[src/rtl/run_detector_pkg.sv]
// rtl/run_detector_pkg.sv - shared mode encodings, state constants and helpers for run_detector
//
// Provides the mode_t field type and the polarity filter used by z and the hit logic.
package run_detector_pkg;

    typedef logic [1:0] mode_t;

    localparam mode_t MODE_EITHER = 2'b00;
    localparam mode_t MODE_ONES   = 2'b01;
    localparam mode_t MODE_ZEROS  = 2'b10;
    localparam mode_t MODE_OFF    = 2'b11;

    // Value of the valid bit: IDLE before the first sample, RUN afterwards.
    localparam logic [0:0] ST_IDLE = 1'b0;
    localparam logic [0:0] ST_RUN  = 1'b1;

    // Returns 1 when a run of bit value b is allowed to signal under mode m.
    function automatic logic allow(input mode_t m, input logic b);
        logic a;
        a = 1'b0;
        case (m)
            MODE_EITHER: a = 1'b1;
            MODE_ONES:   a = b;
            MODE_ZEROS:  a = ~b;
            default:     a = 1'b0;
        endcase
        return a;
    endfunction

endpackage

[src/rtl/run_detector_if.sv]
// rtl/run_detector_if.sv - control/status bundle between the front end and run_detector
//
// Signals:
//   en, clear, w, mode      front end -> detector
//   z, state, run_len, hits detector -> display logic
// Modports: master (front end / bench), slave (run_detector).
interface run_detector_if #(
    parameter int RUN_LEN = 2,
    parameter int HIT_W   = 8
);
    import run_detector_pkg::*;

    localparam int CNT_W = $clog2(RUN_LEN + 1);

    logic             en;
    logic             clear;
    logic             w;
    mode_t            mode;
    logic             z;
    logic [CNT_W+1:0] state;
    logic [CNT_W-1:0] run_len;
    logic [HIT_W-1:0] hits;

    modport master (
        output en, clear, w, mode,
        input  z, state, run_len, hits
    );

    modport slave (
        input  en, clear, w, mode,
        output z, state, run_len, hits
    );

endinterface

[src/rtl/run_detector_sat_counter.sv]
// rtl/run_detector_sat_counter.sv - saturating up-counter with async reset and sync clear
//
// Ports:
//   clk    rising-edge clock
//   rst_n  asynchronous active-low reset
//   clear  synchronous clear, wins over inc
//   inc    add one unless already at all-ones
//   count  current value
module sat_counter #(
    parameter int W = 8
) (
    input  logic         clk,
    input  logic         rst_n,
    input  logic         clear,
    input  logic         inc,
    output logic [W-1:0] count
);

    always_ff @(posedge clk or negedge rst_n) begin
        if (!rst_n) begin
            count <= '0;
        end else if (clear) begin
            count <= '0;
        end else if (inc && (count != {W{1'b1}})) begin
            count <= count + 1'b1;
        end
    end

endmodule

[src/rtl/run_detector.sv]
// rtl/run_detector.sv - flags RUN_LEN consecutive equal samples of w, counts detection entries
//
// Ports:
//   clk    rising-edge clock
//   reset  asynchronous active-low reset
//   bus    run_detector_if.slave: en/clear/w/mode in; z/state/run_len/hits out
// State is {valid, last, count}; z is Moore on that state, gated by the live mode.
module run_detector
    import run_detector_pkg::*;
#(
    parameter int RUN_LEN = 2,
    parameter int HIT_W   = 8
) (
    input  logic           clk,
    input  logic           reset,
    run_detector_if.slave  bus
);

    localparam int CNT_W = $clog2(RUN_LEN + 1);

    generate
        if (RUN_LEN < 2) begin : g_bad_run_len
            $error("run_detector: RUN_LEN must be >= 2");
        end
    endgenerate

    localparam logic [CNT_W-1:0] RUN_MAX = CNT_W'(RUN_LEN);
    localparam logic [CNT_W-1:0] RUN_PRE = CNT_W'(RUN_LEN - 1);
    localparam logic [CNT_W-1:0] ONE     = CNT_W'(1);

    logic [0:0]       valid;
    logic             last;
    logic [CNT_W-1:0] count;
    logic             same;
    logic             hit_inc;

    assign same = (bus.w == last);

    always_ff @(posedge clk or negedge reset) begin
        if (!reset) begin
            valid <= ST_IDLE;
            last  <= 1'b0;
            count <= '0;
        end else if (bus.clear) begin
            valid <= ST_IDLE;
            last  <= 1'b0;
            count <= '0;
        end else if (bus.en) begin
            if ((valid == ST_IDLE) || !same) begin
                valid <= ST_RUN;
                last  <= bus.w;
                count <= ONE;
            end else if (count != RUN_MAX) begin
                count <= count + ONE;
            end
        end
    end

    // Only the edge that completes a run counts; a saturated run adds nothing
    // because count is already RUN_MAX, not RUN_PRE.
    assign hit_inc = bus.en && !bus.clear && (valid == ST_RUN) && same &&
                     (count == RUN_PRE) && allow(bus.mode, bus.w);

    sat_counter #(.W(HIT_W)) u_hits (
        .clk   (clk),
        .rst_n (reset),
        .clear (bus.clear),
        .inc   (hit_inc),
        .count (bus.hits)
    );

    assign bus.z       = (valid == ST_RUN) && (count == RUN_MAX) && allow(bus.mode, last);
    assign bus.state   = {valid, last, count};
    assign bus.run_len = count;

endmodule

[src/flat_wrapper.sv]
// flat-port wrapper written by rule: the top's interface ports become plain ports
module run_detector_flat import run_detector_pkg::*;
#(
    parameter int RUN_LEN = 2,
    parameter int HIT_W   = 8
)
  (clk, reset, bus_en, bus_clear, bus_w, bus_mode, bus_z, bus_state, bus_run_len, bus_hits);
  run_detector_if #(.RUN_LEN(RUN_LEN), .HIT_W(HIT_W)) bus_i ();
  input  logic clk;
  input  logic reset;
  input wire logic [$bits(bus_i.en)-1:0] bus_en;
  input wire logic [$bits(bus_i.clear)-1:0] bus_clear;
  input wire logic [$bits(bus_i.w)-1:0] bus_w;
  input wire logic [$bits(bus_i.mode)-1:0] bus_mode;
  output wire logic [$bits(bus_i.z)-1:0] bus_z;
  output wire logic [$bits(bus_i.state)-1:0] bus_state;
  output wire logic [$bits(bus_i.run_len)-1:0] bus_run_len;
  output wire logic [$bits(bus_i.hits)-1:0] bus_hits;
  assign bus_i.en = bus_en;
  assign bus_i.clear = bus_clear;
  assign bus_i.w = bus_w;
  assign bus_i.mode = bus_mode;
  assign bus_z = bus_i.z;
  assign bus_state = bus_i.state;
  assign bus_run_len = bus_i.run_len;
  assign bus_hits = bus_i.hits;
  run_detector #(.RUN_LEN(RUN_LEN), .HIT_W(HIT_W)) u_core (.clk(clk), .reset(reset), .bus(bus_i));
endmodule
[config.mk]
export PLATFORM = sky130hd
export DESIGN_NAME = run_detector_flat
export DESIGN_NICKNAME = d
export VERILOG_FILES = /design/src/rtl/run_detector_pkg.sv /design/src/rtl/run_detector_if.sv /design/src/rtl/run_detector_sat_counter.sv /design/src/rtl/run_detector.sv /design/src/flat_wrapper.sv
export SDC_FILE = /design/constraint.sdc
export NUM_CORES = 1
export LEC_CHECK = 0
export CAP_MARGIN = 20
export CORE_UTILIZATION = 41
export DETAILED_ROUTE_END_ITERATION = 10
export PLACE_DENSITY_LB_ADDON = 0.25
export SYNTH_ARGS = -nofsm -noshare
export SYNTH_HDL_FRONTEND = slang
export SYNTH_HIERARCHICAL = 1
export SYNTH_SLANG_ARGS = --single-unit
[constraint.sdc]
create_clock -name clk -period 2.01 [get_ports clk]
set_input_delay 0.402 -clock clk [delete_from_list [all_inputs] [get_ports clk]]
set_output_delay 0.402 -clock clk [all_outputs]
set_load 0.02 [all_outputs]
==> results of run 1 <==
[cells in the mapped netlist, types with 3 or more instances]
cell | number | area (um^2)
sky130_fd_sc_hd__mux2_2 | 3 | 33.78
sky130_fd_sc_hd__nor2_1 | 5 | 18.77
sky130_fd_sc_hd__dfrtp_1 | 12 | 300.3
sky130_fd_sc_hd__mux2i_1 | 3 | 30.03
sky130_fd_sc_hd__a21oi_1 | 4 | 20.02
sky130_fd_sc_hd__nor2b_1 | 3 | 18.77
sky130_fd_sc_hd__buf_4 | 4 | 30.03
sky130_fd_sc_hd__nand2b_1 | 3 | 18.77
sky130_fd_sc_hd__nor3_1 | 4 | 20.02
sky130_fd_sc_hd__inv_1 | 4 | 15.01
sky130_fd_sc_hd__ha_1 | 3 | 37.54
sky130_fd_sc_hd__nand2_1 | 5 | 18.77
[logic make-up after synthesis]
family,count (synthesis),share of synthesized area [%]
compound gates,14,12.81
xor+xnor,1,1.150
fa+ha+maj,3,4.927
buf+inv,11,7.551
flops,12,39.41
mux,6,8.374
simple gates,34,25.78
[final cells by class]
class / count / area [um^2]
clock buffers: 3 / 22.52
fillers: 143 / 623.1
inverters: 5 / 18.77
multi-input cells: 58 / 460.4
flip-flops and latches: 12 / 301.5
well taps: 25 / 31.28
repair buffers: 29 / 269.0
[sequential cells by signal, summed over array words and instances (netlist names)]
| name | count |
|---|---|
| u_core/last | 1 |
| u_core/u_hits/count | 8 |
| u_core/bus.run_len | 2 |
| u_core/valid | 1 |
[layer usage]
metal  wire [um]  up-vias  share of wire [%]
li1            -      345                  -
met1         845      343                 46
met2         880       28                 48
met3          94        2                5.2
met4           4        0               0.22
met5           0        -                  0
[power groups by stage]
stage                     logic, mW  clock network (mW)  registers (mW)
after floorplan              0.0340                   0           0.258
after global placement       0.0747                   0           0.257
after detailed placement     0.0758                   0           0.257
after CTS                    0.0766               0.148           0.252
after global routing         0.0899               0.156           0.254
final                        0.0826               0.138           0.253
[timing repair]
item / in CTS / in global routing
pin swaps: 0 / 2
gates resized for setup: 5 / 10
endpoints found under the setup margin: 6 / 6
cloned: 0 / 0
[worst max-delay path, stage by stage]
cell and delay [ns]:
sky130_fd_sc_hd__dlygate4sd2_1 0.29, sky130_fd_sc_hd__xnor2_2 0.20, sky130_fd_sc_hd__nand2_2 0.11, sky130_fd_sc_hd__nor4_4 0.25, sky130_fd_sc_hd__buf_4 0.17, sky130_fd_sc_hd__nand3_2 0.10
sky130_fd_sc_hd__buf_4 0.16, sky130_fd_sc_hd__o21ai_0 0.21, sky130_fd_sc_hd__nor3b_1 0.22
[worst min path at each step]
| stage | end | slack [ns] | cells past startpoint |
|---|---|---|---|
| floorplan | u_core/bus.run_len[0]$_DFFE_PN0P_ | 0.11 | 0 |
| global placement | u_core/u_hits/count[7]$_DFFE_PN0P_ | 0.58 | 2 |
| detailed placement | u_core/valid$_DFFE_PN0P_ | 0.60 | 2 |
| CTS | u_core/bus.run_len[1]$_DFFE_PN0P_ | 0.50 | 1 |
| global route | u_core/bus.run_len[1]$_DFFE_PN0P_ | 0.54 | 1 |
| finish | u_core/bus.run_len[1]$_DFFE_PN0P_ | 0.50 | 1 |
[stage by stage]
step | TNS (ns) | cells
floorplan | 0 | 81
global route | -0.01841 | 132
CTS | 0 | 132
finish | 0 | 132
detailed placement | -2.607 | 129
global placement | -2.384 | 129
==> results.txt, run 1 <==
----------------------------------------------------
[Status]
  Result of the run ... completed

[Worst setup path]
  Worst setup endpoint ... u_core/u_hits/count[5]$_DFFE_PN0P_
  Critical Path RT ... 2.19 ns
  Reg-to-reg startpoint ... u_core/last$_DFFE_PN0P_
  Category of the most critical setup path ... input port to register
  CP arrival ... 2.12 ns
  Kind of end point of the critical path ... register
  Top fanout value on the critical path ... 4
  Destination of the worst register-to-register timing path ... u_core/u_hits/count[5]$_DFFE_PN0P_
  Setup crit start ... bus_w
  Setup slack of the worst register-to-register path ... 0.08 ns
  Kind of start point of the critical path ... input port
  Worst R2R Path Depth ... 8

[Drt]
  First-pass DRT Iterations ... 4
  Vias ... 718
  Vias per inst ... 5.439
  Initial DRC Count ... 17
  Wire length per cell after detailed routing ... 13.82 um
  Final routed DRC violation total ... 0
  Remaining antenna violation count ... 0
  Sum of routed wire length over all layers ... 1824 um

[Pwr]
  Power density of the placed cells ... 429.6 mW/mm^2
  P_sw ... 0.1171 mW
  VDD IR max ... 373.2 uV
  Leakage power summed over all cells ... 0.4470 nW
  Internal power contribution ... 0.3571 mW
  Switching part of the total ... 24.69%
  Final total power ... 0.4741 mW
  Sequential group share of total power ... 53.4%
  Combinational share of power ... 17.4%
  Clk pwr share ... 29.2%

[Min path]
  HP Class ... input port to async pin

[STA]
  Final cycle utilization of the critical path ... 96.63%
  Hold_ws ... 0.4991 ns
  Slew Viols, Final ... 0
  Max_slew headroom ... 62.35%
  Final-report setup violation count ... 0
  Min setup slack post-route ... 0.06773 ns
  FMAX ... 514.9 MHz
  Worst Tran Pin Value ... 0.5630 ns
  Clk_skew ... 0.001981 ns
  Shortest period the worst path allows ... 1.942 ns
  Final number of hold-violating endpoints ... 0

[Logic synthesis]
  Fraction of the yosys area taken by sequential cells ... 39.41%
  Count of distinct cell types in the synthesized netlist ... 34
  Cell count after synthesis ... 81
  Post-synth EDFFs ... 0
  Synthesized cell area ... 762.0 um^2
  Fraction of registers with async set/reset ... 100.0%
  Synth Net Count ... 91
  Per-instance average area after synthesis ... 9.407 um^2
  Flip-flop cell with the highest count after synthesis ... sky130_fd_sc_hd__dfrtp_1
  Synth warn ... 6
  Synthesized flop and latch total ... 12

[Clock network]
  Clock-pin transition on the worst setup and hold timing paths ... 0.07 ns
  Clk sinks ... 12
  Latest clock arrival within the worst-skew pair ... 0.26 ns
  Number of clock buffers inserted by TritonCTS ... 3
  Htree depth ... 1
  Post CTS Setup Buffer Count ... 0
  CTS tree ... done
  Root buffer cell ... sky130_fd_sc_hd__clkbuf_4
  Clk buf depth ... 2
  Post-cts hold buffer count ... 0

[Global route]
  Initial antenna violation count ... 0
  Global-route track usage on met1 ... 25.89%
  Total global routing overflow ... 0
  Via count of the first global-routing pass ... 668
  All-Layer GR Usage ... 19.60%
  Met2 Resource Use GR ... 31.01%
  Layer carrying the most global-route usage ... met2
  Met3 capacity usage during global routing ... 6.800%
  Wire length of the first global-routing pass ... 2884 um
  Maximum number of pins on one net before global-route repair ... 16

[Placed design]
  DP HPWL ... 1225 um
  Pre-CTS WS ... -0.4513 ns
  Number of I/O port buffers ... 21
  Cell area after placement ... 0.001025 mm^2
  Final GP Congestion ... 0.8687

[Floorplanning]
  Total number of placement rows ... 15
  Number of top-level design ports ... 22
  Core Box Area ... 0.001727 mm^2
  Area of the die ... 0.002035 mm^2
  Initial Utilization ... 44.13%
  Vertical die dimension ... 45.11 um
  Die width ... 45.11 um

[Flow run]
  Max Cap Violations ... 0

[Finish]
  Area added between synthesis and finish ... 44.83%
  Summed area of non-filler cells in the final layout ... 0.001104 mm^2
  Number of nets in the layout ... 119
  Commonest cells after routing, fill and taps aside ... sky130_fd_sc_hd__clkdlybuf4s50_1, sky130_fd_sc_hd__dfrtp_1, sky130_fd_sc_hd__buf_4, sky130_fd_sc_hd__nor2_1
  Count of inserted antenna diode cells ... 0
  Util after Layout ... 63.91%
  Most common library cell in the layout ignoring fill and taps ... sky130_fd_sc_hd__clkdlybuf4s50_1
  Layout cell share with drive strength beyond 1 ... 26.17%

----------------------------------------------------
Power figures use the tool's default switching activity.
==> run 2: changes to the inputs <==
--- a/config.mk
+++ b/config.mk
@@ -6,8 +6,10 @@
 export NUM_CORES = 1
 export LEC_CHECK = 0
 export CAP_MARGIN = 20
+export CORE_ASPECT_RATIO = 0.75
 export CORE_UTILIZATION = 41
 export DETAILED_ROUTE_END_ITERATION = 10
+export HOLD_SLACK_MARGIN = 0.15
 export PLACE_DENSITY_LB_ADDON = 0.25
 export SYNTH_ARGS = -nofsm -noshare
 export SYNTH_HDL_FRONTEND = slang
==> run 2 against run 1 <==
Compared with the run above: critical path depth fell by 1; fmax grew 0.83%; largest cell class unchanged; clock skew up 0.0016 ns; critical path type unchanged; cell count is 0.76% higher; routed wire length increased by 1.4%; non-clock buffer count grew 4; final area grew 1.7%; via count shrank 0.84%; largest power group unchanged; sequential share of layout area shrank 0.57 points; sequential power about the same; power increased by 2.1%; critical endpoint is now u_core/u_hits/count[7]$_DFFE_PN0P_; clock-buffer cell count unchanged.
==> results.txt, run 2 (synthesis gave the netlist of run 1 again) <==
----------------------------------------------------
[Floorplanning]
  Total number of placement rows ... 13 (-2)
  Number of top-level design ports ... 22 (unchanged)
  Initial Utilization ... 43.78% (-0.35 points)
  Core Box Area ... 0.001740 mm^2 (+0.80%)
  Die width ... 51.78 um (+15%)
  Area of the die ... 0.002037 mm^2 (about the same)
  Vertical die dimension ... 39.34 um (-13%)

[Drt]
  Wire length per cell after detailed routing ... 13.90 um (+0.61%)
  First-pass DRT Iterations ... 4 (unchanged)
  Vias ... 712 (-0.84%)
  Sum of routed wire length over all layers ... 1849 um (+1.4%)
  Vias per inst ... 5.353 (-1.6%)
  Remaining antenna violation count ... 0 (unchanged)
  Final routed DRC violation total ... 0 (unchanged)
  Initial DRC Count ... 20 (+3)

[Finish]
  Area added between synthesis and finish ... 47.29%
  Most common library cell in the layout ignoring fill and taps ... sky130_fd_sc_hd__clkdlybuf4s50_1
  Number of nets in the layout ... 123 (+3.4%)
  Layout cell share with drive strength beyond 1 ... 27.03% (+0.86 points)
  Count of inserted antenna diode cells ... 0 (unchanged)
  Number of flip-flops under the largest register name ... 8 (unchanged)
  Largest Register ... u_core/u_hits/count
  Commonest cells after routing, fill and taps aside ... sky130_fd_sc_hd__clkdlybuf4s50_1, sky130_fd_sc_hd__buf_4, sky130_fd_sc_hd__dfrtp_1, sky130_fd_sc_hd__nor2_1
  Number of standard cells in the final layout excluding fillers ... 133 (+0.76%)

[Worst setup path]
  Ordered list of cells on the worst path ... clkdlybuf4s50_1, mux2_2, nor4_4, buf_4, nand3_4, buf_4, nor4_1, a211oi_2
  Family of cells with the greatest summed delay on the critical path ... buffers and inverters
  WP buf/inv ... 3 (unchanged)
  Worst path max stage delay ... 0.43 ns (+0.14 ns)
  Kind of start point of the critical path ... input port
  CP arrival ... 2.07 ns (-0.05 ns)
  Top fanout value on the critical path ... 5 (+1)
  Category of the most critical setup path ... input port to register
  Kind of end point of the critical path ... register
  Critical Path RT ... 2.16 ns (-0.03 ns)
  Crit path top cell by count ... sky130_fd_sc_hd__buf_4
  Critical path's slowest cell ... sky130_fd_sc_hd__clkdlybuf4s50_1

[Clock network]
  Number of clock buffers inserted by TritonCTS ... 3 (unchanged)
  Latest clock arrival within the worst-skew pair ... 0.27 ns (about the same)
  CTS tree ... done
  Clk buf depth ... 2 (unchanged)
  Clk sinks ... 12 (unchanged)
  Htree depth ... 1 (unchanged)
  Root buffer cell ... sky130_fd_sc_hd__clkbuf_4
  Clock-pin transition on the worst setup and hold timing paths ... 0.07 ns (about the same)
  Post-cts hold buffer count ... 0 (unchanged)

[STA]
  Final cycle utilization of the critical path ... 95.84% (-0.79 points)
  FMAX ... 519.1 MHz (+0.83%)
  Max_slew headroom ... 62.90% (+0.55 points)
  Worst Tran Pin Value ... 0.5548 ns (-0.008222 ns)
  Final-report setup violation count ... 0 (unchanged)
  Clk_skew ... 0.003584 ns (+0.001604 ns)
  Slew Viols, Final ... 0 (unchanged)
  Shortest period the worst path allows ... 1.926 ns (-0.01595 ns)
  Final number of hold-violating endpoints ... 0 (unchanged)

[Global route]
  Total global routing overflow ... 0 (unchanged)
  All-Layer GR Usage ... 21.87% (+2.3 points)
  Via count of the first global-routing pass ... 650 (-2.7%)
  Global-route track usage on met1 ... 30.81% (+4.9 points)
  Layer carrying the most global-route usage ... met2
  Initial antenna violation count ... 0 (unchanged)
  Met2 Resource Use GR ... 32.79% (+1.8 points)
  Met3 capacity usage during global routing ... 8.140% (+1.3 points)
  Wire length of the first global-routing pass ... 3098 um (+7.4%)
  Maximum number of pins on one net before global-route repair ... 16 (unchanged)

[Placed design]
  Number of placed cells counting well taps ... 129 (unchanged)
  DP HPWL ... 1305 um (+6.5%)
  Number of I/O port buffers ... 21 (unchanged)
  Final GP Congestion ... 0.8001 (-7.9%)

[Pwr]
  VDD IR max ... 275.3 uV (-26%)
  Final total power ... 0.4840 mW (+2.1%)
  Power density of the placed cells ... 431.3 mW/mm^2 (+0.38%)
  Leakage power summed over all cells ... 0.4665 nW (+4.3%)

[Min path]
  HP Class ... input port to async pin

[Status]
  Result of the run ... completed

[Flow run]
  Max Cap Violations ... 0 (unchanged)

----------------------------------------------------
-- run 2: worst register-to-register path, delay by kind of cell, from the launching register on --
kind                      cells  cell delay (ns)
xor gates and xnor gates      1             0.20
DFF                           1             0.41
AOI/OAI and AO/OA             1             0.08
and+or+nand+nor               4             0.75
buffers and inverters         2             0.34
-- run 2: final timing paths --
check	startpoint	endpoint	slack [ns]	depth (start not counted)
max	bus_mode[0]	u_core/u_hits/count[7]$_DFFE_PN0P_	0.08	8
min	reset	u_core/u_hits/count[7]$_DFFE_PN0P_	0.49	1
max reg2reg	u_core/last$_DFFE_PN0P_	u_core/u_hits/count[7]$_DFFE_PN0P_	0.11	8
min reg2reg	u_core/u_hits/count[7]$_DFFE_PN0P_	u_core/u_hits/count[7]$_DFFE_PN0P_	0.62	2
max in group asynchronous	reset	u_core/u_hits/count[0]$_DFFE_PN0P_	1.16	1
min in group clk	bus_w	u_core/last$_DFFE_PN0P_	0.62	3
-- run 2: routing by layer --
layer | up-vias | wire, um
met5 | - | 0
met1 | 337 | 935
met4 | 0 | 0
li1 | 354 | -
met3 | 0 | 82
met2 | 21 | 831
-- run 2: area by class of cell --
cell class                      instances  area (um^2)
Timing Repair Buffer                   33        299.0
Sequential cell                        12        300.3
Inverter                                5        18.77
Clock buffer                            3        22.52
Multi-Input combinational cell         58        454.2
Tap cell                               22        27.53
Fill cell                             137        618.1
-- run 2: power by group --
part	internal [mW]	switching [mW]	leakage, nW
clock network	0.0693	0.0752	0.0138
logic	0.0449	0.0439	0.289
registers	0.246	0.00506	0.164
total	0.360	0.124	0.466
-- run 2: repair_timing --
item                                    in CTS  in global routing
pin swaps                                    0                  3
endpoints found under the setup margin       6                  5
resized for setup                            4                  8
endpoints found under the hold margin        0                  0
buffers inserted                             0                  1
-- run 2: metrics by stage --
stage                     utilization [%]  hold WS (ns)  cell area (um^2)  setup slack [ns]   TNS, ns
final                               64.49        0.4867              1122           0.08368         0
after global routing                64.49        0.5327              1122          -0.01177  -0.01704
after CTS                           61.68        0.5001              1074         0.0006524         0
after detailed placement            59.96        0.5807              1044           -0.4800    -2.769
after global placement              59.96        0.5708              1044           -0.4092    -2.475
after floorplan                         -        0.1064             762.0            0.1354         0
==> run 3: changes to the inputs <==
--- a/config.mk
+++ b/config.mk
@@ -7,10 +7,11 @@
 export LEC_CHECK = 0
 export CAP_MARGIN = 20
 export CORE_ASPECT_RATIO = 0.75
+export CORE_MARGIN = 2
 export CORE_UTILIZATION = 41
 export DETAILED_ROUTE_END_ITERATION = 10
 export HOLD_SLACK_MARGIN = 0.15
-export PLACE_DENSITY_LB_ADDON = 0.25
+export PLACE_DENSITY = 0.73
 export SYNTH_ARGS = -nofsm -noshare
 export SYNTH_HDL_FRONTEND = slang
 export SYNTH_HIERARCHICAL = 1
==> run 3 against run 2 <==
Compared with the run above: clock power rose by 31%; highest routed layer unchanged; setup slack improved by 0.031 ns; final area fell by 0.45%.
==> results.txt, run 3 (synthesis gave the netlist of run 1 again) <==
----------------------------------------------------
[Status]
  Result of the run ... completed

[Worst setup path]
  CP arrival ... 2.06 ns (about the same)
  Kind of end point of the critical path ... register
  Top fanout value on the critical path ... 4 (-1)
  Critical Path RT ... 2.17 ns (about the same)
  Worst setup endpoint ... u_core/u_hits/count[0]$_DFFE_PN0P_
  Destination of the worst register-to-register timing path ... u_core/u_hits/count[0]$_DFFE_PN0P_
  Instance count on the critical path ... 6 (-2)
  Setup crit start ... u_core/last$_DFFE_PN0P_
  Category of the most critical setup path ... register to register
  Worst path max stage delay ... 0.41 ns (-0.02 ns)
  Worst R2R Path Depth ... 6 (-2)
  WP buf/inv ... 1 (-2)
  Reg-to-reg startpoint ... u_core/last$_DFFE_PN0P_
  Setup slack of the worst register-to-register path ... 0.11 ns (about the same)
  Kind of start point of the critical path ... register
  Ordered list of cells on the worst path ... xnor2_2, nand2_2, nor4_2, buf_4, a21boi_1, mux2_2
  Critical path's slowest cell ... sky130_fd_sc_hd__dfrtp_1
  Family of cells with the greatest summed delay on the critical path ... flip-flops

[STA]
  FMAX ... 527.7 MHz (+1.6%)
  Final cycle utilization of the critical path ... 94.28% (-1.6 points)
  Min setup slack post-route ... 0.1149 ns (+0.03120 ns)
  Worst Tran Pin Value ... 0.5530 ns (-0.001764 ns)
  Hold_ws ... 0.4834 ns (-0.003298 ns)
  Final-report setup violation count ... 0 (unchanged)
  Slew Viols, Final ... 0 (unchanged)
  Final number of hold-violating endpoints ... 0 (unchanged)
  Total negative slack for setup checks ... 0 ns (unchanged)
  RSZ-0062 raised after global routing ... no
  Max_slew headroom ... 63.02% (+0.12 points)
  Clk_skew ... 0.002750 ns (-0.0008344 ns)
  Shortest period the worst path allows ... 1.895 ns (-0.03120 ns)

[Drt]
  Initial DRC Count ... 10 (-50%)
  Wire length per cell after detailed routing ... 13.01 um (-6.4%)
  Final routed DRC violation total ... 0 (unchanged)
  Sum of routed wire length over all layers ... 1730 um (-6.4%)
  First-pass DRT Iterations ... 4 (unchanged)
  Remaining antenna violation count ... 0 (unchanged)
  Vias ... 687 (-3.5%)
  Vias per inst ... 5.165 (-3.5%)

[Global route]
  Maximum number of pins on one net before global-route repair ... 16 (unchanged)
  Initial antenna violation count ... 0 (unchanged)
  All-Layer GR Usage ... 18.30% (-3.6 points)
  Via count of the first global-routing pass ... 618 (-4.9%)
  Total global routing overflow ... 0 (unchanged)
  Wire length of the first global-routing pass ... 2815 um (-9.1%)

[Floorplanning]
  Vertical die dimension ... 41.34 um (+5.1%)
  Area of the die ... 0.002223 mm^2 (+9.1%)
  Total number of placement rows ... 13 (unchanged)
  Die width ... 53.78 um (+3.9%)
  Initial Utilization ... 43.78% (unchanged)
  Core Box Area ... 0.001740 mm^2 (unchanged)
  Number of top-level design ports ... 22 (unchanged)

[Finish]
  Number of nets in the layout ... 122 (-0.81%)
  Commonest cells after routing, fill and taps aside ... sky130_fd_sc_hd__clkdlybuf4s50_1, sky130_fd_sc_hd__dfrtp_1, sky130_fd_sc_hd__buf_4, sky130_fd_sc_hd__nor2_1
  Number of standard cells in the final layout excluding fillers ... 133 (unchanged)
  Number of flip-flops under the largest register name ... 8 (unchanged)
  Util after Layout ... 64.20% (-0.29 points)
  Count of inserted antenna diode cells ... 0 (unchanged)
  Layout cell share with drive strength beyond 1 ... 27.93% (+0.90 points)
  Most common library cell in the layout ignoring fill and taps ... sky130_fd_sc_hd__clkdlybuf4s50_1
  Largest Register ... u_core/u_hits/count
  Area added between synthesis and finish ... 46.63%

[Clock network]
  Htree depth ... 1 (unchanged)
  CTS tree ... done
  Clock-pin transition on the worst setup and hold timing paths ... 0.07 ns (about the same)
  Post-cts hold buffer count ... 0 (unchanged)
  Root buffer cell ... sky130_fd_sc_hd__clkbuf_4
  Latest clock arrival within the worst-skew pair ... 0.27 ns (about the same)
  Number of clock buffers inserted by TritonCTS ... 3 (unchanged)
  Clk sinks ... 12 (unchanged)
  Clk buf depth ... 2 (unchanged)

[Placed design]
  DP HPWL ... 1322 um (+1.4%)
  Final GP Congestion ... 0.8045 (+0.55%)
  Number of I/O port buffers ... 21 (unchanged)
  Number of placed cells counting well taps ... 128 (-0.78%)
  Pre-CTS WS ... -0.4557 ns (+0.02426 ns)

[Pwr]
  Leakage power summed over all cells ... 0.4652 nW (-0.28%)
  Combinational share of power ... 16.5% (-1.8 points)
  P_sw ... 0.1270 mW (+2.3%)
  Sequential group share of total power ... 47.4% (-4.4 points)
  Clk pwr share ... 36.0% (+6.1 points)
  VDD IR max ... 344.6 uV (+25%)
  Switching part of the total ... 24.02% (-1.6 points)
  Power density of the placed cells ... 473.0 mW/mm^2 (+9.7%)
  Internal power contribution ... 0.4016 mW (+12%)

[Flow run]
  Max Cap Violations ... 0 (unchanged)

[Min path]
  HP Class ... input port to async pin

----------------------------------------------------
[run 3: cell type report]
| class | instances | area [um^2] |
|---|---|---|
| fill | 152 | 623.1 |
| multi-input combinational | 58 | 444.2 |
| sequential | 12 | 300.3 |
| timing repair buffer | 32 | 290.3 |
| clock buffer | 4 | 36.28 |
| tap | 22 | 27.53 |
| inverter | 5 | 18.77 |
[run 3: how the worst min path moves through the flow]
stage	end	slack, ns	start	cells past startpoint
2_1_floorplan	u_core/bus.run_len[0]$_DFFE_PN0P_	0.11	reset	0
3_3_place_gp	u_core/u_hits/count[7]$_DFFE_PN0P_	0.57	u_core/u_hits/count[7]$_DFFE_PN0P_	2
3_5_place_dp	u_core/u_hits/count[7]$_DFFE_PN0P_	0.57	u_core/u_hits/count[7]$_DFFE_PN0P_	2
4_1_cts	u_core/u_hits/count[5]$_DFFE_PN0P_	0.49	reset	1
5_1_grt	u_core/u_hits/count[5]$_DFFE_PN0P_	0.52	reset	1
6_report	u_core/u_hits/count[5]$_DFFE_PN0P_	0.48	reset	1
[run 3: worst reg2reg max path: stages, from the launching register on]
cell and delay [ns]:
sky130_fd_sc_hd__dfrtp_1 0.41, sky130_fd_sc_hd__xnor2_2 0.22, sky130_fd_sc_hd__nand2_2 0.09, sky130_fd_sc_hd__nor4_2 0.27, sky130_fd_sc_hd__buf_4 0.17, sky130_fd_sc_hd__a21boi_1 0.26, sky130_fd_sc_hd__mux2_2 0.36
[run 3: power groups by stage]
| stage | registers [mW] | clock network [mW] | logic, mW |
|---|---|---|---|
| global route | 0.252 | 0.209 | 0.0955 |
| CTS | 0.251 | 0.199 | 0.0842 |
| finish | 0.251 | 0.190 | 0.0873 |
| global placement | 0.255 | 0 | 0.0810 |
| floorplan | 0.258 | 0 | 0.0340 |
| detailed placement | 0.255 | 0 | 0.0826 |
[run 3: metrics by stage]
step	total power [mW]	area (um^2)
4_1_cts	0.5342	1080
6_report	0.5285	1117
3_5_place_dp	0.3378	1036
3_3_place_gp	0.3356	1036
2_1_floorplan	0.2919	762.0
5_1_grt	0.5562	1117
[run 3: layer usage]
metal | track usage [%] | vias to the layer above | part of all wire (%)
li1 | - | 354 | -
met4 | 1.923 | 0 | 0
met3 | 6.429 | 0 | 2.9
met1 | 23.63 | 324 | 49
met2 | 30.79 | 9 | 48
met5 | 0 | - | 0
[run 3: what timing repair did]
item,CTS,global route
setup buffers,0,1
pin swaps,0,4
setup endpoints to repair,7,5
resized for setup,4,6
